<file path="src/rtl/kfx86_mul_div_pkg.sv">
// Shared types for the kfx86 multiply/divide unit.
package kfx86_mul_div_pkg;

    // Arithmetic status flags carried through the unit.
    typedef struct packed {
        logic o;
        logic s;
        logic z;
        logic a;
        logic p;
        logic c;
    } flags_t;

endpackage

</file>
<file path="src/rtl/kfx86_mul_div.sv">
// kfx86 multi-cycle MUL/IMUL/DIV/IDIV unit, byte and word forms.
// Signed operations are reduced to magnitudes (one spare bit so 0x80/0x8000
// never overflow), iterated one bit per cycle, then sign-corrected.
module kfx86_mul_div
    import kfx86_mul_div_pkg::*;
(
    input  logic        clock,
    input  logic        reset_n,
    input  logic        start,
    input  logic [1:0]  opcode,
    input  logic        select_word,
    input  logic [31:0] acc_in,
    input  logic [15:0] operand,
    input  flags_t      source_flags,
    output logic        busy,
    output logic        done,
    output logic        div_error,
    output logic [15:0] result_low,
    output logic [15:0] result_high,
    output flags_t      out_flags
);

    typedef enum logic [2:0] {IDLE, PREP, CALC, FIX, DONE} state_t;

    state_t      r_state;
    state_t      w_next;

    // Captured request.
    logic [1:0]  r_opcode;
    logic        r_word;
    logic [31:0] r_acc_in;
    logic [15:0] r_operand;
    flags_t      r_src_flags;

    // Iteration datapath: r_mag is multiplicand or divisor magnitude,
    // r_shift is multiplier or dividend-low/quotient, r_acc is product or remainder.
    logic [16:0] r_mag;
    logic [15:0] r_shift;
    logic [31:0] r_acc;
    logic [3:0]  r_count;
    logic        r_neg_q;
    logic        r_neg_r;
    logic        r_ovf;

    // Registered results.
    logic        r_div_error;
    logic [15:0] r_result_low;
    logic [15:0] r_result_high;
    flags_t      r_out_flags;

    logic        w_is_div;
    logic        w_signed;
    logic        w_last_iter;
    logic        w_div_zero;

    logic [16:0] w_a_val;
    logic [16:0] w_a_mag;
    logic [16:0] w_o_val;
    logic [16:0] w_o_mag;
    logic [32:0] w_dd_val;
    logic [31:0] w_dd_mag;
    logic [15:0] w_dd_hi;
    logic [15:0] w_dd_lo;
    logic        w_div_ovf;

    logic [31:0] w_mul_next;
    logic [16:0] w_trial;
    logic        w_q_bit;
    logic [16:0] w_rem_next;

    logic [31:0] w_prod;
    logic        w_mul_ovf;
    logic [15:0] w_quo;
    logic [15:0] w_rem;
    logic        w_div_err;
    flags_t      w_fix_flags;

    assign w_is_div    = r_opcode[1];
    assign w_signed    = r_opcode[0];
    assign w_last_iter = (r_count == (r_word ? 4'd15 : 4'd7));
    assign w_div_zero  = w_is_div && (w_o_mag == 17'd0);

    assign div_error   = r_div_error;
    assign result_low  = r_result_low;
    assign result_high = r_result_high;
    assign out_flags   = r_out_flags;

    // State register.
    always_ff @(posedge clock or negedge reset_n) begin
        // NOTE: clocked state uses non-blocking (<=) so every register samples pre-edge values.
        if (!reset_n) r_state <= IDLE;
        else          r_state <= w_next;
    end

    // Next-state and status outputs.
    always_comb begin
        // NOTE: defaults first so no path leaves a signal unassigned (which would infer a latch).
        w_next = r_state;
        busy   = 1'b0;
        done   = 1'b0;
        case (r_state)
            IDLE: if (start) w_next = PREP;
            PREP: begin
                busy   = 1'b1;
                w_next = w_div_zero ? DONE : CALC;
            end
            CALC: begin
                busy = 1'b1;
                if (w_last_iter) w_next = FIX;
            end
            FIX: begin
                busy   = 1'b1;
                w_next = DONE;
            end
            DONE: begin
                done   = 1'b1;
                w_next = IDLE;
            end
            default: w_next = IDLE;
        endcase
    end

    // Operand sign extension and magnitude conversion used in PREP.
    always_comb begin
        w_a_val  = r_word ? {w_signed & r_acc_in[15], r_acc_in[15:0]}
                          : {{9{w_signed & r_acc_in[7]}}, r_acc_in[7:0]};
        w_o_val  = r_word ? {w_signed & r_operand[15], r_operand}
                          : {{9{w_signed & r_operand[7]}}, r_operand[7:0]};
        w_dd_val = r_word ? {w_signed & r_acc_in[31], r_acc_in}
                          : {{17{w_signed & r_acc_in[15]}}, r_acc_in[15:0]};
        w_a_mag  = w_a_val[16] ? (17'd0 - w_a_val) : w_a_val;
        w_o_mag  = w_o_val[16] ? (17'd0 - w_o_val) : w_o_val;
        w_dd_mag = w_dd_val[32] ? (32'd0 - w_dd_val[31:0]) : w_dd_val[31:0];
        w_dd_hi  = r_word ? w_dd_mag[31:16] : {8'h00, w_dd_mag[15:8]};
        w_dd_lo  = r_word ? w_dd_mag[15:0]  : {w_dd_mag[7:0], 8'h00};
        // A quotient fits in W bits only if the dividend's upper half is below the divisor.
        w_div_ovf = ({1'b0, w_dd_hi} >= w_o_mag);
    end

    // One shift-add or restoring shift-subtract step.
    always_comb begin
        w_mul_next = (r_acc << 1) + (r_shift[15] ? {15'h0000, r_mag} : 32'h0000_0000);
        w_trial    = {r_acc[15:0], r_shift[15]};
        w_q_bit    = (w_trial >= r_mag);
        w_rem_next = w_q_bit ? (w_trial - r_mag) : w_trial;
    end

    // Sign correction and flag derivation applied in FIX.
    always_comb begin
        w_prod      = r_neg_q ? (32'd0 - r_acc) : r_acc;
        w_quo       = r_neg_q ? (16'd0 - r_shift) : r_shift;
        w_rem       = r_neg_r ? (16'd0 - r_acc[15:0]) : r_acc[15:0];
        if (r_word)
            w_mul_ovf = w_signed ? (w_prod[31:16] != {16{w_prod[15]}}) : (w_prod[31:16] != 16'h0000);
        else
            w_mul_ovf = w_signed ? (w_prod[15:8] != {8{w_prod[7]}}) : (w_prod[15:8] != 8'h00);
        // Signed quotients are limited to +/-127 or +/-32767, so the magnitude MSB must be clear.
        w_div_err   = r_ovf | (w_signed & (r_word ? r_shift[15] : r_shift[7]));
        w_fix_flags = r_src_flags;
        if (!w_is_div) begin
            w_fix_flags.c = w_mul_ovf;
            w_fix_flags.o = w_mul_ovf;
        end
    end

    // Request capture, operand preparation and iteration.
    always_ff @(posedge clock or negedge reset_n) begin
        if (!reset_n) begin
            r_opcode    <= 2'b00;
            r_word      <= 1'b0;
            r_acc_in    <= 32'h0;
            r_operand   <= 16'h0;
            r_src_flags <= '0;
            r_mag       <= 17'h0;
            r_shift     <= 16'h0;
            r_acc       <= 32'h0;
            r_count     <= 4'd0;
            r_neg_q     <= 1'b0;
            r_neg_r     <= 1'b0;
            r_ovf       <= 1'b0;
        end else begin
            case (r_state)
                IDLE: if (start) begin
                    r_opcode    <= opcode;
                    r_word      <= select_word;
                    r_acc_in    <= acc_in;
                    r_operand   <= operand;
                    r_src_flags <= source_flags;
                end
                PREP: begin
                    r_count <= 4'd0;
                    if (w_is_div) begin
                        r_mag   <= w_o_mag;
                        r_shift <= w_dd_lo;
                        r_acc   <= {16'h0000, w_dd_hi};
                        r_neg_q <= w_dd_val[32] ^ w_o_val[16];
                        r_neg_r <= w_dd_val[32];
                        r_ovf   <= w_div_ovf;
                    end else begin
                        r_mag   <= w_a_mag;
                        r_shift <= r_word ? w_o_mag[15:0] : {w_o_mag[7:0], 8'h00};
                        r_acc   <= 32'h0;
                        r_neg_q <= w_a_val[16] ^ w_o_val[16];
                        r_neg_r <= 1'b0;
                        r_ovf   <= 1'b0;
                    end
                end
                CALC: begin
                    r_count <= r_count + 4'd1;
                    if (w_is_div) begin
                        r_acc   <= {15'h0000, w_rem_next};
                        r_shift <= {r_shift[14:0], w_q_bit};
                    end else begin
                        r_acc   <= w_mul_next;
                        r_shift <= r_shift << 1;
                    end
                end
                default: ;
            endcase
        end
    end

    // Result registers: written only on entry to DONE, held otherwise.
    always_ff @(posedge clock or negedge reset_n) begin
        if (!reset_n) begin
            r_div_error   <= 1'b0;
            r_result_low  <= 16'h0;
            r_result_high <= 16'h0;
            r_out_flags   <= '0;
        end else if (r_state == PREP && w_div_zero) begin
            r_div_error   <= 1'b1;
            r_result_low  <= 16'h0;
            r_result_high <= 16'h0;
            r_out_flags   <= r_src_flags;
        end else if (r_state == FIX) begin
            r_out_flags <= w_fix_flags;
            if (w_is_div && w_div_err) begin
                r_div_error   <= 1'b1;
                r_result_low  <= 16'h0;
                r_result_high <= 16'h0;
            end else if (w_is_div) begin
                r_div_error   <= 1'b0;
                r_result_low  <= r_word ? w_quo : {w_rem[7:0], w_quo[7:0]};
                r_result_high <= r_word ? w_rem : 16'h0;
            end else begin
                r_div_error   <= 1'b0;
                r_result_low  <= w_prod[15:0];
                r_result_high <= r_word ? w_prod[31:16] : 16'h0;
            end
        end
    end

endmodule

</file>
<file path="config.mk">
export PLATFORM = sky130hd
export DESIGN_NAME = kfx86_mul_div
export DESIGN_NICKNAME = d
export VERILOG_FILES = /design/src/rtl/kfx86_mul_div_pkg.sv /design/src/rtl/kfx86_mul_div.sv
export SDC_FILE = /design/constraint.sdc
export NUM_CORES = 1
export LEC_CHECK = 0
export CORE_MARGIN = 2
export CORE_UTILIZATION = 40
export CTS_CLUSTER_DIAMETER = 200
export DETAILED_ROUTE_END_ITERATION = 8
export PLACE_DENSITY = 0.71
export SYNTH_ARGS = -nofsm -noshare
export SYNTH_HDL_FRONTEND = slang
export SYNTH_SLANG_ARGS = --single-unit
</file>
<file path="constraint.sdc">
create_clock -name clock -period 3.4 [get_ports clock]
set_clock_uncertainty 0.1 [all_clocks]
set_input_delay 0.68 -clock clock [delete_from_list [all_inputs] [get_ports clock]]
set_output_delay 0.68 -clock clock [all_outputs]
set_load 0.05 [all_outputs]
</file>
# Word-level counts from Yosys, hierarchy flattened

Index checks and enable logic that the tools add are counted.

Register bits after elaboration: 171
Bits in latches: 0
Bits in writable memories: 0
Memory bits (read-only): 0
Bits of input ports: 60
Word-level logic and storage cells: 122
Memories: 0

Add/sub/neg operators: 9
Multiply operators: 0
Div/mod/pow operators: 0
Order comparisons: 2
Equal/unequal tests: 9
Shift operators: 0
Mux-type cells: 54
Bitwise gates (word level): 9
Reductions and logical operators: 12

Operators by type and width:

| kind                                              | count |
|---|---|
| 2-to-1 mux 16 bit                                 | 18 |
| 2-to-1 mux 17 bit                                 | 7 |
| 2-to-1 mux 32 bit                                 | 3 |
| one-hot mux 32 bit (2 select lines)               | 1 |
| subtractor 1 x 32 -> 32 bit, first input constant | 2 |
| subtractor 1 x 17 -> 17 bit, first input constant | 2 |
| 2-to-1 mux 33 bit                                 | 1 |
| adder 32 x 17 -> 32 bit                           | 1 |
| one-hot mux 16 bit (2 select lines)               | 1 |
| subtractor 1 x 16 -> 16 bit, first input constant | 2 |
| >= comparator 16 x 17 -> 1 bit                    | 1 |
| >= comparator 17 bit                              | 1 |
| zero test 17 bit                                  | 1 |
| subtractor 17 bit                                 | 1 |
| != test 16 bit                                    | 1 |
| nonzero test 16 bit                               | 1 |
| 2-to-1 mux 1 bit                                  | 15 |
| 2-to-1 mux 6 bit                                  | 2 |
| one-hot mux 3 bit (4 select lines)                | 1 |
| 2-to-1 mux 3 bit                                  | 3 |
| != test 8 bit                                     | 1 |
| one-hot mux 4 bit (2 select lines)                | 1 |
| nonzero test 8 bit                                | 1 |
| bitwise AND 1 bit                                 | 6 |
| other kinds (14)                                  | 21 |

# Logic depth before layout (Yosys ltp)

Gate-level depths: netlist (run 1).

Depth in word-level cells: 8
Gate-level depth with buffers: 18

# Worst setup path after synthesis (run 1)

OpenSTA, ideal clock, no wires.

Path type: flip-flop to flip-flop
Start: register r_opcode[0]
End: register r_ovf
Library setup time: 0.129 ns
Arrival: 3.215 ns
Data required time: 3.171 ns
Path slack: -0.045 ns
Stages on the path, launching flop included: 19
Path buffers: 3
Cell sequence: dfrtp_1 -> clkbuf_1 -> clkbuf_1 -> and2_1 -> clkbuf_1 -> o21ai_0 -> xnor2_1 -> nor2_1 -> a21oi_1 -> ha_1 -> nor2b_1 -> o21a_1 -> o21a_1 -> o21a_1 -> o21a_1 -> o21ai_0 -> a221oi_1 -> o2111ai_1 -> nand3_1

Word-level cells in the longest chain between the ends: 7
Elaborated cells between the ends (all ways): 13

Ends and longest elaborated chain:

| element                            | line                 | source |
|---|---|---|
| start: declaration                 | kfx86_mul_div.sv:29  | `logic [1:0] r_opcode;` |
| start signal: assignment           | kfx86_mul_div.sv:184 | `r_opcode <= opcode;` |
| bitwise AND 1 bit                  | kfx86_mul_div.sv:130 | `: {{17{w_signed & r_acc_in[15]}}, r_acc_in[15:0]};` |
| 2-to-1 mux 33 bit                  | kfx86_mul_div.sv:129 | `w_dd_val = r_word ? {w_signed & r_acc_in[31], r_acc_in}` |
| subtractor 1 x 32 -> 32 bit        | kfx86_mul_div.sv:133 | `w_dd_mag = w_dd_val[32] ? (32'd0 - w_dd_val[31:0]) : w_dd_val[31:0];` |
| 2-to-1 mux 32 bit                  | kfx86_mul_div.sv:133 |  |
| 2-to-1 mux 16 bit                  | kfx86_mul_div.sv:134 | `w_dd_hi = r_word ? w_dd_mag[31:16] : {8'h00, w_dd_mag[15:8]};` |
| >= comparator 16 x 17 -> 1 bit (*) | kfx86_mul_div.sv:137 | `w_div_ovf = ({1'b0, w_dd_hi} >= w_o_mag);` |
| 2-to-1 mux 1 bit (*)               | kfx86_mul_div.sv:192 | `if (w_is_div) begin` |
| end signal: assignment             | kfx86_mul_div.sv:198 | `r_ovf <= w_div_ovf;` |
| end: declaration                   | kfx86_mul_div.sv:43  | `logic r_ovf;` |

Mark *: on every way between the ends. The rest lies on a longest branch, timed or not.
A chain may end at the register's enable or synchronous reset.

# Worst setup path in the final report (run 1)

Start: register r_acc_in[0]
End: register r_ovf

Word-level cells in the longest chain between the ends: 6

Ends and longest elaborated chain:

| element                        | line                 | source |
|---|---|---|
| start: declaration             | kfx86_mul_div.sv:31  | `logic [31:0] r_acc_in;` |
| start signal: assignment       | kfx86_mul_div.sv:186 | `r_acc_in <= acc_in;` |
| 2-to-1 mux 33 bit              | kfx86_mul_div.sv:129 |  |
| subtractor 1 x 32 -> 32 bit    | kfx86_mul_div.sv:133 |  |
| 2-to-1 mux 32 bit              | kfx86_mul_div.sv:133 |  |
| 2-to-1 mux 16 bit              | kfx86_mul_div.sv:134 |  |
| >= comparator 16 x 17 -> 1 bit | kfx86_mul_div.sv:137 |  |
| 2-to-1 mux 1 bit               | kfx86_mul_div.sv:192 |  |

Every way passes these cells.

==> results.yml, run 1 <==
die:
  chipHeight_um: 188
  start_util: 0.405
  placementRows: 67
  core_um2: 33400
  boundaryPins: 101
  dieArea_um2: 35300
  fp.dieW_um: 188
sta:
  max_freq_mhz: 288
  timing.final.ws_setup_ns: -0.0758
  max_slew_margin: 0.186
  slew_violations: 0
  setup_viol: 1
  tightest_slew_ns: 1.22
  final-hold-violation-count: 0
  min_period_over_period: 1.02
  period_minus_slack_ns: 3.48
  fin_setup_tns_ns: -0.0758
  rsz0062_at_grt: "yes"
  hold_slack_ns: 0.0593
logic_synthesis:
  ys_seq_area_frac: 0.316
  synth.cell_area_um2: 13500
  syn_inst: 1655
  synthDominantCellAreaShare: 0.316
  synth.largest_area_cell: "dfrtp_1"
  synth-seq-cells: 171
  yosysMostFrequentCell: "nand2_1"
  synth_area_leaders: "dfrtp_1 32%, o21ai_0 5.7%, nand2_1 5.5%, ha_1 5.2%, xnor2_1 4.7%"
  postSynthAreaPerCell_um2: 8.18
  synth_cell_types: 88
  yosysWarnings: 0
  netlist_top_cells_count: "198 x nand2_1, 171 x dfrtp_1, 153 x o21ai_0, 136 x nor2_1, 96 x clkbuf_1"
  synthFlopType: "dfrtp_1"
  synth_edf_count: 0
  synthArstFlopShare: 1.00
  synthesis.nets: 1773
placed_design:
  pre_cts_ws_ns: -0.125
  dp_hpwl_um: 33700
  gp_congestion: 0.986
  port_buffers: 100
worst_setup_path:
  critPathMaxFanout: 4
  ff2ff_setup_slack_ns: -0.08
  endpoint_kind: "flop"
  cp.arrival_ns: 3.72
  reg2reg_from: "r_acc_in[0]$_DFFE_PN0P_"
  worstSetupPathType: "reg2reg"
  rr_worst_depth: 16
  crit_top_cell: "o21a_1"
  crit_required_ns: 3.64
  cpPeakStageDelay_ns: 0.40
  r2r_end: "r_ovf$_DFFE_PN0N_"
  setup.worst_path.start: "r_acc_in[0]$_DFFE_PN0P_"
  cp_slowest_cell: "dfrtp_1"
  crit_path_cell_trace: "or3_4 > nand4b_1 > nor2_2 > a31oi_1 > xnor2_1 > a21oi_2 > ha_1 > nor2b_1 > o21a_1 > o21a_1 > o21a_1 > o21a_1 > o21ai_1 > a221oi_1 > o2111ai_1 > nand3_1"
  cp-start-kind: "flop"
grt:
  grt_max_degree: 73
  antenna_found_initial: 0
  grt_pass1_wl_um: 70000
  track_usage: 0.249
  overflow: 0
  grt_pass1_vias: 13000
final_layout:
  fin_nets: 1959
  area_delta_synth_final_pct: 23.9
  diodes: 0
  drive_gt1_frac: 0.173
  fillCellCount: 3171
outcome:
  failed_checks: "negative setup slack"
  status: "finished, violations left"
routing:
  drc: 0
  via_per_inst: 5.90
  drt_iter0_drc: 1238
  totalWireLength_um: 43900
  final_antenna_net_count: 0
  drtPass1Iterations: 6
  vias: 13600
  post_drt_wl_per_cell_um: 19.1
clocking:
  clock_path_buffers: 2
  cts_tree: "yes"
  clk_pin_slew_ns: 0.08
  insertion_delay_ns: 0.46
  cts_inserted_buffers: 17
  root_buffer: "clkbuf_16"
  clock-sinks: 171
  cts_hold_buf: 0
  h-tree-depth: 4
pwr:
  powerDensity_nw_per_um2: 1200
  total_power_mw: 20.1
  p_leak_nw: 7.06
  irDropWorstVdd_v: 0.000746
hold_path:
  min_path_type: "in2async"
run:
  cap_violations: 0
## cells by family (layout without fill, tap and decap cells)
family                     after synthesis  in the layout  share of synthesized area
adders and majority gates               58             58                     0.0547
buffers and inverters                  178            377                     0.0517
DFF                                    171            171                      0.316
xor gates and xnor gates               136            136                     0.0885
AOI/OAI and AO/OA                      471            471                      0.227
muxes                                   76             76                     0.0619
and+or+nand+nor                        565            565                      0.200
## timing repair
item	CTS	global route
setup endpoints to repair	8	25
gates cloned	0	0
buffers inserted	2	8
pin swaps	2	16
resized for setup	3	35
## layout make-up
cell class                      instances  area, µm²  area share
Tap cell                              448        561      0.0334
Timing Repair Buffer                  281       2400       0.143
Sequential cell                       171       4280       0.255
Clock inverter                         14        133     0.00791
Inverter                               64        240      0.0143
Clock buffer                           18        439      0.0262
Multi-Input combinational cell       1306       8710       0.520
## how the worst max path moves through the flow
stage / endpoint / depth (start not counted)
floorplan: r_ovf$_DFFE_PN0N_ / 16
global placement: r_ovf$_DFFE_PN0N_ / 16
detailed placement: r_ovf$_DFFE_PN0N_ / 16
CTS: r_ovf$_DFFE_PN0N_ / 16
global route: r_ovf$_DFFE_PN0N_ / 16
finish: r_ovf$_DFFE_PN0N_ / 16
## state kept, by name, indices dropped and copies added, names as in the netlist
name         flops
r_word           1
r_acc_in        32
r_count          4
r_neg_r          1
r_state          3
result_high     16
r_neg_q          1
out_flags        6
r_src_flags      6
result_low      16
r_acc           32
r_ovf            1
r_shift         16
r_operand       16
div_error        1
r_opcode         2
r_mag           17
## critical path: cells and delay by family (launching register included)
family,cells,cell delay (ns)
DFF,1,0.40
adders and majority gates,1,0.29
xor gates and xnor gates,1,0.22
AOI/OAI and AO/OA,9,1.27
and+or+nand+nor,5,1.06
## cells in the final DEF (no fill, tap or decap), types with 14 or more instances in the layout
cell type        instances
mux2_2                  52
clkbuf_16               17
mux2i_1                 23
nor2b_1                 15
o21a_1                  14
dfrtp_1                169
clkdlybuf4s50_1         99
o21ai_0                147
a22o_1                  14
inv_1                   62
o31ai_1                 17
nand4_1                 20
xnor2_1                 72
nor3_1                  36
a21oi_1                 94
o211ai_1                25
nand2b_1                16
buf_4                  177
nand3_1                 34
nand2_1                198
ha_1                    56
and3_1                  16
nor2_1                 134
or3_1                   21
xor2_1                  63
## per-layer routing
layer | up-vias | track usage | wire length [µm]
met4 | 0 | 0.0990 | 1650
met2 | 543 | 0.403 | 20300
met1 | 6612 | 0.328 | 19200
met3 | 94 | 0.0462 | 2710
met5 | - | 0 | 0
li1 | 6343 | - | -
## where the power goes
| group | leakage (nW) | internal [mW] | switching [mW] |
|---|---|---|---|
| registers | 2.15 | 2.91 | 0.906 |
| logic | 4.62 | 5.91 | 8.46 |
| clock network | 0.283 | 0.984 | 0.961 |
## through the flow
step / std cells / util / cell area, µm²
global route: 2302 / 0.501 / 16800
detailed placement: 2260 / 0.478 / 16000
CTS: 2294 / 0.496 / 16600
floorplan: 1655 / - / 13500
finish: 2302 / 0.501 / 16800
global placement: 2260 / 0.478 / 16000
Power figures use the tool's default switching activity.
==> inputs of run 2 (changes only) <==
--- a/config.mk
+++ b/config.mk
@@ -6,10 +6,10 @@
 export NUM_CORES = 1
 export LEC_CHECK = 0
 export CORE_MARGIN = 2
-export CORE_UTILIZATION = 40
+export CORE_UTILIZATION = 55
 export CTS_CLUSTER_DIAMETER = 200
 export DETAILED_ROUTE_END_ITERATION = 8
-export PLACE_DENSITY = 0.71
+export PLACE_DENSITY = 0.9
 export SYNTH_ARGS = -nofsm -noshare
 export SYNTH_HDL_FRONTEND = slang
 export SYNTH_SLANG_ARGS = --single-unit
==> run 2 against run 1 <==
  * The flow still finishes with violations (negative setup slack)
  * Sequential power rose by 2%
  * Count of clock-buffer cells in the layout fell by 1
  * Non-clock buffer count rose by 5
  * Critical path type unchanged
  * Total power rose by 2.3%
  * Critical path depth did not move
  * Core utilization rose by 19 points
  * Via count rose by 2.8%
  * First-iteration DRC count rose by 38%
  * Worst setup slack got worse by 0.063 ns
  * Combinational power barely moved
  * Global-route usage rose by 10 points
  * Sequential cell count did not move
==> results.yml, run 2 (synthesis results as in run 1) <==
grt:
  overflow: 0
  antenna_found_initial: 1
  gr-usage-met3: 0.0589
  grt_pass1_vias: 13600
  met1_usage: 0.457
  track_usage: 0.350
  grtUsageMet2: 0.572
  grt_pass1_wl_um: 72100
  gr-max-usage-layer: "met2"
  grt_max_degree: 66
worst_setup_path:
  cp_slowest_cell: "dfrtp_1"
  endpoint_kind: "flop"
  reg2reg_from: "r_acc_in[1]$_DFFE_PN0P_"
  ff2ff_setup_slack_ns: -0.14
  crit_path_cell_trace: "or3_4 > nand4b_1 > nor2_2 > a31oi_1 > xnor2_1 > a21oi_2 > ha_1 > nor2b_1 > o21a_1 > o21a_1 > o21a_1 > o21a_1 > o21ai_2 > a221oi_2 > o2111ai_1 > nand3_1"
  crit_required_ns: 3.63
  r2r_end: "r_ovf$_DFFE_PN0N_"
  worstSetupPathType: "reg2reg"
  cp-start-kind: "flop"
  cpPeakStageDelay_ns: 0.40
  cp.arrival_ns: 3.77
  rr_worst_depth: 16
  critPathMaxFanout: 4
  crit_top_cell: "o21a_1"
clocking:
  cts_hold_buf: 0
  cts_inserted_buffers: 17
  root_buffer: "clkbuf_16"
  h-tree-depth: 4
  clock_path_buffers: 2
  cts_tree: "yes"
  insertion_delay_ns: 0.46
  clock-sinks: 171
  clk_pin_slew_ns: 0.09
routing:
  post_drt_wl_per_cell_um: 20.6
  vias: 14000
  final_antenna_net_count: 0
  drt_iter0_drc: 1709
  via_per_inst: 6.40
  drc: 0
  drtPass1Iterations: 7
  totalWireLength_um: 45000
final_layout:
  mostFrequentLayoutCells: "198 x nand2_1, 181 x buf_4, 169 x dfrtp_1, 147 x o21ai_0, 134 x nor2_1"
  layout_commonest_cell: "nand2_1"
  final_area_um2: 16700
  final_core_util: 0.691
  drive_gt1_frac: 0.176
  diodes: 0
  area_delta_synth_final_pct: 23.7
  fin_nets: 1964
  biggestRegsByFlops: "r_acc: 32 flops, r_acc_in: 32 flops, r_mag: 17 flops"
die:
  boundaryPins: 101
  start_util: 0.558
  chipHeight_um: 161
  placementRows: 57
  fp.dieW_um: 161
  dieArea_um2: 25900
  core_um2: 24200
sta:
  rsz0062_at_grt: "yes"
  final-hold-violation-count: 0
  max_slew_margin: 0.374
  period_minus_slack_ns: 3.54
  timing.final.ws_setup_ns: -0.139
  min_period_over_period: 1.04
  tightest_slew_ns: 0.937
  setup_viol: 1
  fin_setup_tns_ns: -0.139
  slew_violations: 0
  max_freq_mhz: 283
pwr:
  p_leak_nw: 7.12
  powerDensity_nw_per_um2: 1230
  irDropWorstVdd_v: 0.000779
  total_power_mw: 20.6
placed_design:
  dp_hpwl_um: 34000
  placed_area_um2: 15900
  gp_congestion: 0.989
  port_buffers: 100
run:
  cap_violations: 0
outcome:
  failed_checks: "negative setup slack"
  status: "finished, violations left"
hold_path:
  min_path_type: "in2async"
-- run 2: layout make-up --
class                   instances  area (µm²)
clock buffers                  17         425
clock inverters                15         209
fillers                      1932        7500
inverters                      64         240
multi-input cells            1306        8720
flip-flops and latches        171        4280
well taps                     324         405
repair buffers                286        2460
-- run 2: per-stage QoR --
step                hold slack, ns  setup WS (ns)  std cells
CTS                          0.149        -0.0559       2179
detailed placement           0.353         -0.191       2143
finish                       0.113         -0.139       2183
global placement             0.348         -0.119       2143
floorplan                    0.284         0.0198       1655
global route                 0.174         -0.344       2183
-- run 2: worst max path at each step --
| stage | from | to | slack (ns) | depth (start not counted) |
|---|---|---|---|---|
| after CTS | r_acc_in[0]$_DFFE_PN0P_ | r_ovf$_DFFE_PN0N_ | -0.06 | 16 |
| final | r_acc_in[1]$_DFFE_PN0P_ | r_ovf$_DFFE_PN0N_ | -0.14 | 16 |
| after floorplan | r_acc_in[2]$_DFFE_PN0P_ | r_ovf$_DFFE_PN0N_ | 0.02 | 16 |
| after global routing | r_acc_in[0]$_DFFE_PN0P_ | r_ovf$_DFFE_PN0N_ | -0.34 | 16 |
| after global placement | r_acc_in[1]$_DFFE_PN0P_ | r_ovf$_DFFE_PN0N_ | -0.12 | 16 |
| after detailed placement | r_acc_in[0]$_DFFE_PN0P_ | r_ovf$_DFFE_PN0N_ | -0.19 | 17 |
-- run 2: timing repair --
item                                    CTS  global route
setup buffers                             4             4
endpoints found under the setup margin    7            42
resized for setup                        10            29
hold endpoints to repair                  0             0
pin swaps                                 2             8
-- run 2: power by group --
| part | switching [mW] | internal [mW] | leakage [nW] |
|---|---|---|---|
| combinational | 8.61 | 5.97 | 4.66 |
| sequential | 1.00 | 2.91 | 2.15 |
| clock | 1.09 | 1.02 | 0.303 |
| total | 10.7 | 9.90 | 7.12 |
-- run 2: metal layers --
| metal | wire [µm] | vias up |
|---|---|---|
| met1 | 18000 | 6688 |
| li1 | - | 6351 |
| met3 | 3530 | 173 |
| met2 | 21400 | 756 |
| met5 | 0 | - |
| met4 | 2040 | 0 |
-- run 2: critical path: cells and delay by family, from the launching register on --
family	cells	cell delay, ns
AND/OR/NAND/NOR	5	1.12
flip-flops	1	0.40
AO/OA/AOI/OAI	9	1.29
XOR/XNOR	1	0.24
adder cells (fa/ha/maj)	1	0.29
